File: src/rtl/zeroriscy_trace_pkg.sv
// Shared definitions for the zeroriscy compact retirement-trace format,
// used by the receive-side unpacker and the future encoder.
package zeroriscy_trace_pkg;

  typedef enum logic [1:0] {
    HDR_IDLE  = 2'b00,
    HDR_INSTR = 2'b01,
    HDR_WB    = 2'b10,
    HDR_SYNC  = 2'b11
  } hdr_type_e;

  localparam int FLAG_HAS_RD     = 0;
  localparam int FLAG_HAS_MEM    = 1;
  localparam int FLAG_COMPRESSED = 2;

  localparam logic [7:0] SYNC_HDR = 8'hC0;
  localparam logic [7:0] WB_HDR   = 8'h80;
  localparam logic [7:0] IDLE     = 8'h00;

  typedef enum logic [3:0] {
    ST_HUNT,
    ST_HDR,
    ST_DELTA,
    ST_PC,
    ST_INSTR,
    ST_RDA,
    ST_RDV,
    ST_MEM,
    ST_SYNC
  } unpack_state_e;

  // Register address travels beside this struct because its width is per-instance.
  typedef struct packed {
    logic        is_wb;
    logic [31:0] cycle;
    logic [31:0] pc;
    logic [31:0] instr;
    logic        compressed;
    logic        rd_en;
    logic [31:0] rd_value;
    logic        mem_en;
    logic [31:0] mem_addr;
  } trace_rec_t;

  function automatic logic [31:0] put_byte(input logic [31:0] word,
                                           input logic [1:0]  idx,
                                           input logic [7:0]  b);
    logic [31:0] res;
    res = word;
    res[8*idx +: 8] = b;
    return res;
  endfunction

  function automatic logic instr_hdr_ok(input logic [7:0] h);
    return (h[7:6] == HDR_INSTR) && (h[5:3] == 3'b000);
  endfunction

endpackage

File: src/rtl/zeroriscy_trace_timeout.sv
// Idle-cycle watchdog: counts enabled cycles without a clear and pulses
// o_expire on the CYCLES-th consecutive one. CYCLES = 0 never expires.
module zeroriscy_trace_timeout #(
  parameter int CYCLES = 1024
) (
  input  logic clk,
  input  logic rst,
  input  logic i_clear,
  input  logic i_enable,
  output logic o_expire
);

  localparam int CW = (CYCLES < 2) ? 1 : $clog2(CYCLES);
  localparam logic [CW-1:0] LAST = CW'((CYCLES == 0) ? 0 : CYCLES - 1);

  logic [CW-1:0] r_count;
  logic          w_hit;

  assign w_hit = (CYCLES != 0) && i_enable && !i_clear && (r_count == LAST);

  always_ff @(posedge clk or posedge rst) begin
    if (rst) begin
      r_count <= '0;
    end else if (i_clear || !i_enable || w_hit) begin
      r_count <= '0;
    end else begin
      r_count <= r_count + 1'b1;
    end
  end

  assign o_expire = w_hit;

endmodule

File: src/rtl/zeroriscy_trace_unpacker.sv
// Receive-side trace unpacker: parses the compact retirement-trace byte stream
// and presents complete per-instruction / writeback records on a valid-ready port.
module zeroriscy_trace_unpacker
  import zeroriscy_trace_pkg::*;
#(
  parameter int REG_ADDR_WIDTH = 5,
  parameter int TIMEOUT_CYCLES = 1024
) (
  input  logic                      clk,
  input  logic                      rst,
  input  logic                      in_valid,
  input  logic [7:0]                in_data,
  output logic                      in_ready,
  output logic                      rec_valid,
  input  logic                      rec_ready,
  output logic                      rec_is_wb,
  output logic [31:0]               rec_cycle,
  output logic [31:0]               rec_pc,
  output logic [31:0]               rec_instr,
  output logic                      rec_compressed,
  output logic                      rec_rd_en,
  output logic [REG_ADDR_WIDTH-1:0] rec_rd_addr,
  output logic [31:0]               rec_rd_value,
  output logic                      rec_mem_en,
  output logic [31:0]               rec_mem_addr,
  output logic                      err,
  output logic                      in_sync
);

  localparam logic [7:0] RDA_RSVD_MASK = 8'hFF << REG_ADDR_WIDTH;

  unpack_state_e r_state, w_state_next;
  logic [1:0]    r_idx, w_idx_next;

  logic r_is_wb, r_has_rd, r_has_mem, r_compressed;
  logic [31:0] r_acc, r_pc, r_instr, r_rd_value, r_mem_addr, r_sync_word;
  logic [REG_ADDR_WIDTH-1:0] r_rd_addr;

  trace_rec_t                r_rec, w_rec_new;
  logic [REG_ADDR_WIDTH-1:0] r_rec_rd_addr;
  logic                      r_rec_valid, r_err, r_in_sync;

  logic        w_accept, w_final, w_load_rec, w_proto_err, w_expire;
  logic        w_sync_done, w_hdr_pkt, w_timer_en;
  logic [1:0]  w_instr_last_idx;
  logic [31:0] w_field_upd;

  assign w_instr_last_idx = r_compressed ? 2'd1 : 2'd3;

  // Is the byte at the head of the link the last byte of a record?
  always_comb begin
    w_final = 1'b0;
    case (r_state)
      ST_INSTR: w_final = (r_idx == w_instr_last_idx) && !r_has_rd && !r_has_mem;
      ST_RDV:   w_final = (r_idx == 2'd3) && !r_has_mem;
      ST_MEM:   w_final = (r_idx == 2'd3);
      default:  w_final = 1'b0;
    endcase
  end

  assign in_ready   = !(w_final && r_rec_valid && !rec_ready);
  assign w_accept   = in_valid && in_ready;
  assign w_load_rec = w_accept && w_final;
  assign w_timer_en = (r_state != ST_HUNT) && (r_state != ST_HDR);

  always_comb begin
    w_field_upd = r_pc;
    case (r_state)
      ST_PC:    w_field_upd = put_byte(r_pc, r_idx, in_data);
      ST_INSTR: w_field_upd = put_byte(r_instr, r_idx, in_data);
      ST_RDV:   w_field_upd = put_byte(r_rd_value, r_idx, in_data);
      ST_MEM:   w_field_upd = put_byte(r_mem_addr, r_idx, in_data);
      ST_SYNC:  w_field_upd = put_byte(r_sync_word, r_idx, in_data);
      default:  w_field_upd = r_pc;
    endcase
  end

  always_comb begin
    w_state_next = r_state;
    w_idx_next   = r_idx;
    w_proto_err  = 1'b0;
    w_sync_done  = 1'b0;
    w_hdr_pkt    = 1'b0;
    if (w_accept) begin
      case (r_state)
        ST_HUNT: begin
          if (in_data == SYNC_HDR) begin
            w_state_next = ST_SYNC;
            w_idx_next   = 2'd0;
          end
        end
        ST_HDR: begin
          if (in_data == SYNC_HDR) begin
            w_state_next = ST_SYNC;
            w_idx_next   = 2'd0;
          end else if ((in_data == WB_HDR) || instr_hdr_ok(in_data)) begin
            w_hdr_pkt    = 1'b1;
            w_state_next = ST_DELTA;
          end else if (in_data != IDLE) begin
            w_proto_err = 1'b1;
          end
        end
        ST_DELTA: begin
          w_state_next = r_is_wb ? ST_RDA : ST_PC;
          w_idx_next   = 2'd0;
        end
        ST_PC: begin
          w_idx_next = r_idx + 2'd1;
          if (r_idx == 2'd3) w_state_next = ST_INSTR;
        end
        ST_INSTR: begin
          if (r_idx == w_instr_last_idx) begin
            w_idx_next   = 2'd0;
            w_state_next = r_has_rd ? ST_RDA : (r_has_mem ? ST_MEM : ST_HDR);
          end else begin
            w_idx_next = r_idx + 2'd1;
          end
        end
        ST_RDA: begin
          if ((in_data & RDA_RSVD_MASK) != 8'h00) begin
            w_proto_err = 1'b1;
          end else begin
            w_state_next = ST_RDV;
            w_idx_next   = 2'd0;
          end
        end
        ST_RDV: begin
          w_idx_next = r_idx + 2'd1;
          if (r_idx == 2'd3) w_state_next = r_has_mem ? ST_MEM : ST_HDR;
        end
        ST_MEM: begin
          w_idx_next = r_idx + 2'd1;
          if (r_idx == 2'd3) w_state_next = ST_HDR;
        end
        ST_SYNC: begin
          w_idx_next = r_idx + 2'd1;
          if (r_idx == 2'd3) begin
            w_sync_done  = 1'b1;
            w_state_next = ST_HDR;
          end
        end
        default: w_state_next = ST_HUNT;
      endcase
    end
    if (w_proto_err || w_expire) begin
      w_state_next = ST_HUNT;
      w_idx_next   = 2'd0;
    end
  end

  always_ff @(posedge clk or posedge rst) begin
    if (rst) begin
      r_state <= ST_HUNT;
      r_idx   <= 2'd0;
    end else begin
      r_state <= w_state_next;
      r_idx   <= w_idx_next;
    end
  end

  always_ff @(posedge clk or posedge rst) begin
    if (rst) begin
      r_is_wb      <= 1'b0;
      r_has_rd     <= 1'b0;
      r_has_mem    <= 1'b0;
      r_compressed <= 1'b0;
      r_acc        <= '0;
      r_pc         <= '0;
      r_instr      <= '0;
      r_rd_addr    <= '0;
      r_rd_value   <= '0;
      r_mem_addr   <= '0;
      r_sync_word  <= '0;
    end else if (w_accept) begin
      // Fields are cleared per packet so absent ones read back as zero.
      if (w_hdr_pkt) begin
        r_is_wb      <= (in_data == WB_HDR);
        r_has_rd     <= (in_data == WB_HDR) || in_data[FLAG_HAS_RD];
        r_has_mem    <= in_data[FLAG_HAS_MEM];
        r_compressed <= in_data[FLAG_COMPRESSED];
        r_pc         <= '0;
        r_instr      <= '0;
        r_rd_addr    <= '0;
        r_rd_value   <= '0;
        r_mem_addr   <= '0;
      end
      case (r_state)
        ST_DELTA: r_acc      <= r_acc + {24'h0, in_data};
        ST_PC:    r_pc       <= w_field_upd;
        ST_INSTR: r_instr    <= w_field_upd;
        ST_RDA:   r_rd_addr  <= in_data[REG_ADDR_WIDTH-1:0];
        ST_RDV:   r_rd_value <= w_field_upd;
        ST_MEM:   r_mem_addr <= w_field_upd;
        ST_SYNC: begin
          r_sync_word <= w_field_upd;
          if (w_sync_done) r_acc <= w_field_upd;
        end
        default: ;
      endcase
    end
  end

  always_comb begin
    w_rec_new            = '0;
    w_rec_new.is_wb      = r_is_wb;
    w_rec_new.cycle      = r_acc;
    w_rec_new.pc         = r_pc;
    w_rec_new.instr      = (r_state == ST_INSTR) ? w_field_upd : r_instr;
    w_rec_new.compressed = r_compressed;
    w_rec_new.rd_en      = r_has_rd;
    w_rec_new.rd_value   = (r_state == ST_RDV) ? w_field_upd : r_rd_value;
    w_rec_new.mem_en     = r_has_mem;
    w_rec_new.mem_addr   = (r_state == ST_MEM) ? w_field_upd : r_mem_addr;
  end

  always_ff @(posedge clk or posedge rst) begin
    if (rst) begin
      r_rec         <= '0;
      r_rec_rd_addr <= '0;
      r_rec_valid   <= 1'b0;
    end else if (w_load_rec) begin
      r_rec         <= w_rec_new;
      r_rec_rd_addr <= r_rd_addr;
      r_rec_valid   <= 1'b1;
    end else if (rec_ready) begin
      r_rec_valid <= 1'b0;
    end
  end

  always_ff @(posedge clk or posedge rst) begin
    if (rst) begin
      r_err     <= 1'b0;
      r_in_sync <= 1'b0;
    end else begin
      r_err <= w_proto_err || w_expire;
      if (w_proto_err || w_expire) begin
        r_in_sync <= 1'b0;
      end else if (w_sync_done) begin
        r_in_sync <= 1'b1;
      end
    end
  end

  zeroriscy_trace_timeout #(
    .CYCLES(TIMEOUT_CYCLES)
  ) u_timeout (
    .clk     (clk),
    .rst     (rst),
    .i_clear (w_accept),
    .i_enable(w_timer_en),
    .o_expire(w_expire)
  );

  assign rec_valid      = r_rec_valid;
  assign rec_is_wb      = r_rec.is_wb;
  assign rec_cycle      = r_rec.cycle;
  assign rec_pc         = r_rec.pc;
  assign rec_instr      = r_rec.instr;
  assign rec_compressed = r_rec.compressed;
  assign rec_rd_en      = r_rec.rd_en;
  assign rec_rd_addr    = r_rec_rd_addr;
  assign rec_rd_value   = r_rec.rd_value;
  assign rec_mem_en     = r_rec.mem_en;
  assign rec_mem_addr   = r_rec.mem_addr;
  assign err            = r_err;
  assign in_sync        = r_in_sync;

endmodule

File: config.mk
export PLATFORM = sky130hd
export DESIGN_NAME = zeroriscy_trace_unpacker
export DESIGN_NICKNAME = d
export VERILOG_FILES = /design/src/rtl/zeroriscy_trace_pkg.sv /design/src/rtl/zeroriscy_trace_timeout.sv /design/src/rtl/zeroriscy_trace_unpacker.sv
export SDC_FILE = /design/constraint.sdc
export NUM_CORES = 1
export LEC_CHECK = 0
export ABC_AREA = 1
export ABC_CLOCK_PERIOD_IN_PS = 13000
export CORE_ASPECT_RATIO = 0.5
export CORE_MARGIN = 4
export CORE_UTILIZATION = 30
export CTS_BUF_LIST = sky130_fd_sc_hd__clkbuf_4
export DETAILED_ROUTE_END_ITERATION = 8
export PLACE_DENSITY = 0.56
export SYNTH_ARGS = -nofsm -noshare
export SYNTH_HDL_FRONTEND = slang
export SYNTH_SLANG_ARGS = --single-unit
export TNS_END_PERCENT = 20
File: constraint.sdc
create_clock -name clk -period 13 [get_ports clk]
set_clock_uncertainty 0.2 [all_clocks]
set_input_delay 2.6 -clock clk [delete_from_list [all_inputs] [get_ports clk]]
set_output_delay 2.6 -clock clk [all_outputs]
set_load 0.03 [all_outputs]
==> run_results.csv <==
group,metric,value,unit
synth,ys.flop_type,"dfrtp_1",
status,outcome,"complete, no violations",
critical_path,reg2reg_slack,8.34,ns
synth,ys_ff_latch,389,
placement,place_ws,6.19,ns
floorplanning,core_area,63300,um2
sta,tightest_slew,1.02,ns
global_route,gr-total-overflow,0,
synth,synth_simple_gate_area_share,0.197,
sta,fmax,147,MHz
global_route,grt_pass1_vias,16300,
sta,timing_hold_violations_final,0,
synth,synth_top_cell_area_share,0.506,
synth,synth-warning-count,0,
cts,cts_resized,0,
synth,async_flop_share,1.00,
synth,synth_commonest_cells,"nand2_1 (653), dfrtp_1 (389), a21oi_1 (247), inv_1 (234), o21ai_0 (224)",
placement,portBuffers,184,
layout,synthToLayoutAreaGrowth,19.1,%
critical_path,cp-end-kind,"output pin",
cts,htreeDepth,3,
synth,synth_area_leaders,"dfrtp_1 (51%), nand2_1 (13%), a21oi_1 (6.4%)",
critical_path,path_cells,"clkdlybuf4s50_1, inv_1, nand2_1, inv_1, nand2_4, clkdlybuf4s50_1",
cts,cts_hold_buffers,0,
placement,dp_hpwl,45100,um
cts,cts_tree,"built",
floorplanning,fp-row-count,65,
layout,layout.nets,2611,
layout,drive_gt1_frac,0.0791,
drt,dr_total_vias,17500,
layout,nFillCells,6611,
synth,synth_most_common_cell,"nand2_1",
power,peakVddDrop,69.7,uV
cts,cts_setup_buffers,0,
drt,drt_iter0_markers,1637,
critical_path,worstPathMaxFanout,3,
drt,wl,65600,um
floorplanning,die_height,187,um
synth,synth.distinct_cells,45,
critical_path,slowest_delay,0.68,ns
synth,synthesis.nets,2433,
drt,ant_nets,0,
critical_path,crit_required,10.20,ns
synth,ys_seq_area_frac,0.506,
power,power_density,203,nW/um2
cts,cts.clk_slew.worst_paths,0.06,ns
hold_path,hold_class,"reg2reg",
sta,setup_tns,0,ns
cts,cts-buffers-inserted,99,
cts,cts-root-buf,"clkbuf_4",
floorplanning,num_io_pins,185,
global_route,grt_pass1_wl,101000,um
synth,synthMuxAreaShare,0,
sta,finalCritPeriodShare,0.524,
critical_path,cp-start-kind,"input pin",
sta,setup_viol,0,
sta,min_period,6.81,ns
synth,synth_cells,2406,
critical_path,critPathArrivalTime,4.01,ns
synth,synth_top_family_by_area,"compound AO/OA/AOI/OAI gates",
power,power.total,4.65,mW
flow_run,drv_cap,0,
drt,wl_per_cell,18.8,um
floorplanning,start_util,0.304,
drt,first_pass_iters,5,
global_route,track_usage,0.188,
drt,drc_errors,0,
critical_path,critPathSlowestCell,"clkdlybuf4s50_1",
synth,avgSynthCellArea,8.00,um2
cts,clk_latency,0.82,ns
global_route,grt_antenna_before_repair,1,
drt,viasPerCell,5.02,
placement,place.gp.congestion,0.890,
floorplanning,die_area,68500,um2
critical_path,crit_type,"in2out",
sta,timing.final.ws_setup,6.19,ns
global_route,grt_max_degree,114,
cts,clk_path_buf_depth,3,
cts,clock-sinks,389,
synth,synth_xor_area_frac,0.00591,
floorplanning,die_w,366,um
synth,synthAdderAreaFrac,0.0101,
power,p_leak,10.8,nW
sta,rsz0062_at_grt,"false",
synth,syn_area,19300,um2
sta,slew_violations,0,
sta,max-slew-margin-rel,0.315,
synth,synth-edff-count,0,
synth,synth-compound-area-share,0.199,
synth,yosys.area.top_type,"dfrtp_1",
==> state kept, by name, summed over array words and instances, names as in the netlist, 2 cells and up <==
signal,cells
rec_mem_addr,32
rec_pc,32
rec_instr,32
r_state,4
r_rd_addr,5
rec_rd_addr,5
r_instr,32
r_pc,32
u_timeout.r_count,10
r_mem_addr,32
rec_cycle,32
rec_rd_value,32
r_idx,2
r_acc,32
r_sync_word,32
r_rd_value,32
==> placed cells by master (no fill, tap or decap), types with 2 or more instances in the layout <==
cell / n
inv_1: 233
o22ai_1: 43
nor3b_1: 6
a31oi_1: 6
nand3_1: 87
diode_2: 5
o21ai_1: 82
o211ai_1: 3
nor2_1: 120
o21ai_4: 3
clkbuf_4: 149
nand2_1: 651
nand2_8: 2
o31ai_1: 3
a21boi_0: 2
nor2_2: 4
inv_2: 7
nor4_1: 7
nand4_1: 16
xor2_1: 13
ha_1: 14
clkinv_1: 8
bufinv_16: 2
nand2_4: 2
dfrtp_1: 389
nor3_1: 14
nand2_2: 5
a21o_1: 4
buf_4: 24
nand3b_1: 2
o21ai_0: 224
clkdlybuf4s50_1: 184
o221ai_1: 18
a21oi_1: 247
a2bb2oi_1: 53
nand3_2: 2
nor2_4: 2
==> critical path: cells and delay by family <==
| family | cells | cell delay [ns] |
|---|---|---|
| buffers and inverters | 4 | 1.25 |
| and+or+nand+nor | 2 | 0.16 |
==> per-layer routing <==
layer,vias to the layer above,GRT usage,share of wire
li1,8384,-,-
met1,8422,0.263,0.45
met2,599,0.297,0.45
met3,101,0.0391,0.073
met4,0,0.0509,0.023
met5,-,0,0
==> cells by family (layout without fill, tap and decap cells) <==
| kind of cell | count (synthesis) | count (layout) |
|---|---|---|
| buf+inv | 374 | 610 |
| xor+xnor | 13 | 13 |
| compound gates | 691 | 691 |
| simple gates | 924 | 924 |
| flops | 389 | 389 |
| other cells | 0 | 5 |
| fa+ha+maj | 15 | 15 |
==> stage by stage <==
stage	util	area [um2]	hold slack, ns	cells
final	0.362	22900	0.261	3484
after global routing	0.362	22900	0.269	3484
after floorplan	-	19300	0.233	2406
after global placement	0.343	21700	0.251	3320
after CTS	0.362	22900	0.260	3479
after detailed placement	0.343	21700	0.252	3320
==> power breakdown <==
part / internal [mW] / switching (mW)
logic: 0.579 / 1.26
clock network: 0.553 / 0.513
registers: 1.52 / 0.232
==> final timing paths <==
path,to,start,cells after the start
max reg2reg,rec_mem_addr[5],r_state[1],13
min in group asynchronous,rec_cycle[29],rst,2
min,u_timeout.r_count[0],u_timeout.r_count[0],1
max,in_ready,rec_ready,6
max in group asynchronous,rec_rd_value[15],rst,4
min reg2reg,u_timeout.r_count[0],u_timeout.r_count[0],1
==> area by class of cell <==
type                       instances  area [um2]  share of cell area
clock inverter                    10        95.1             0.00415
antenna                            5        12.5            0.000546
inverter                         243         918              0.0401
sequential                       389        9730               0.425
clock buffer                     149        1120              0.0488
multi-input combinational       1643        7980               0.348
timing repair buffer             208        2020              0.0882
tap                              837        1050              0.0457
Note: power is estimated with default switching activity, not from simulation.
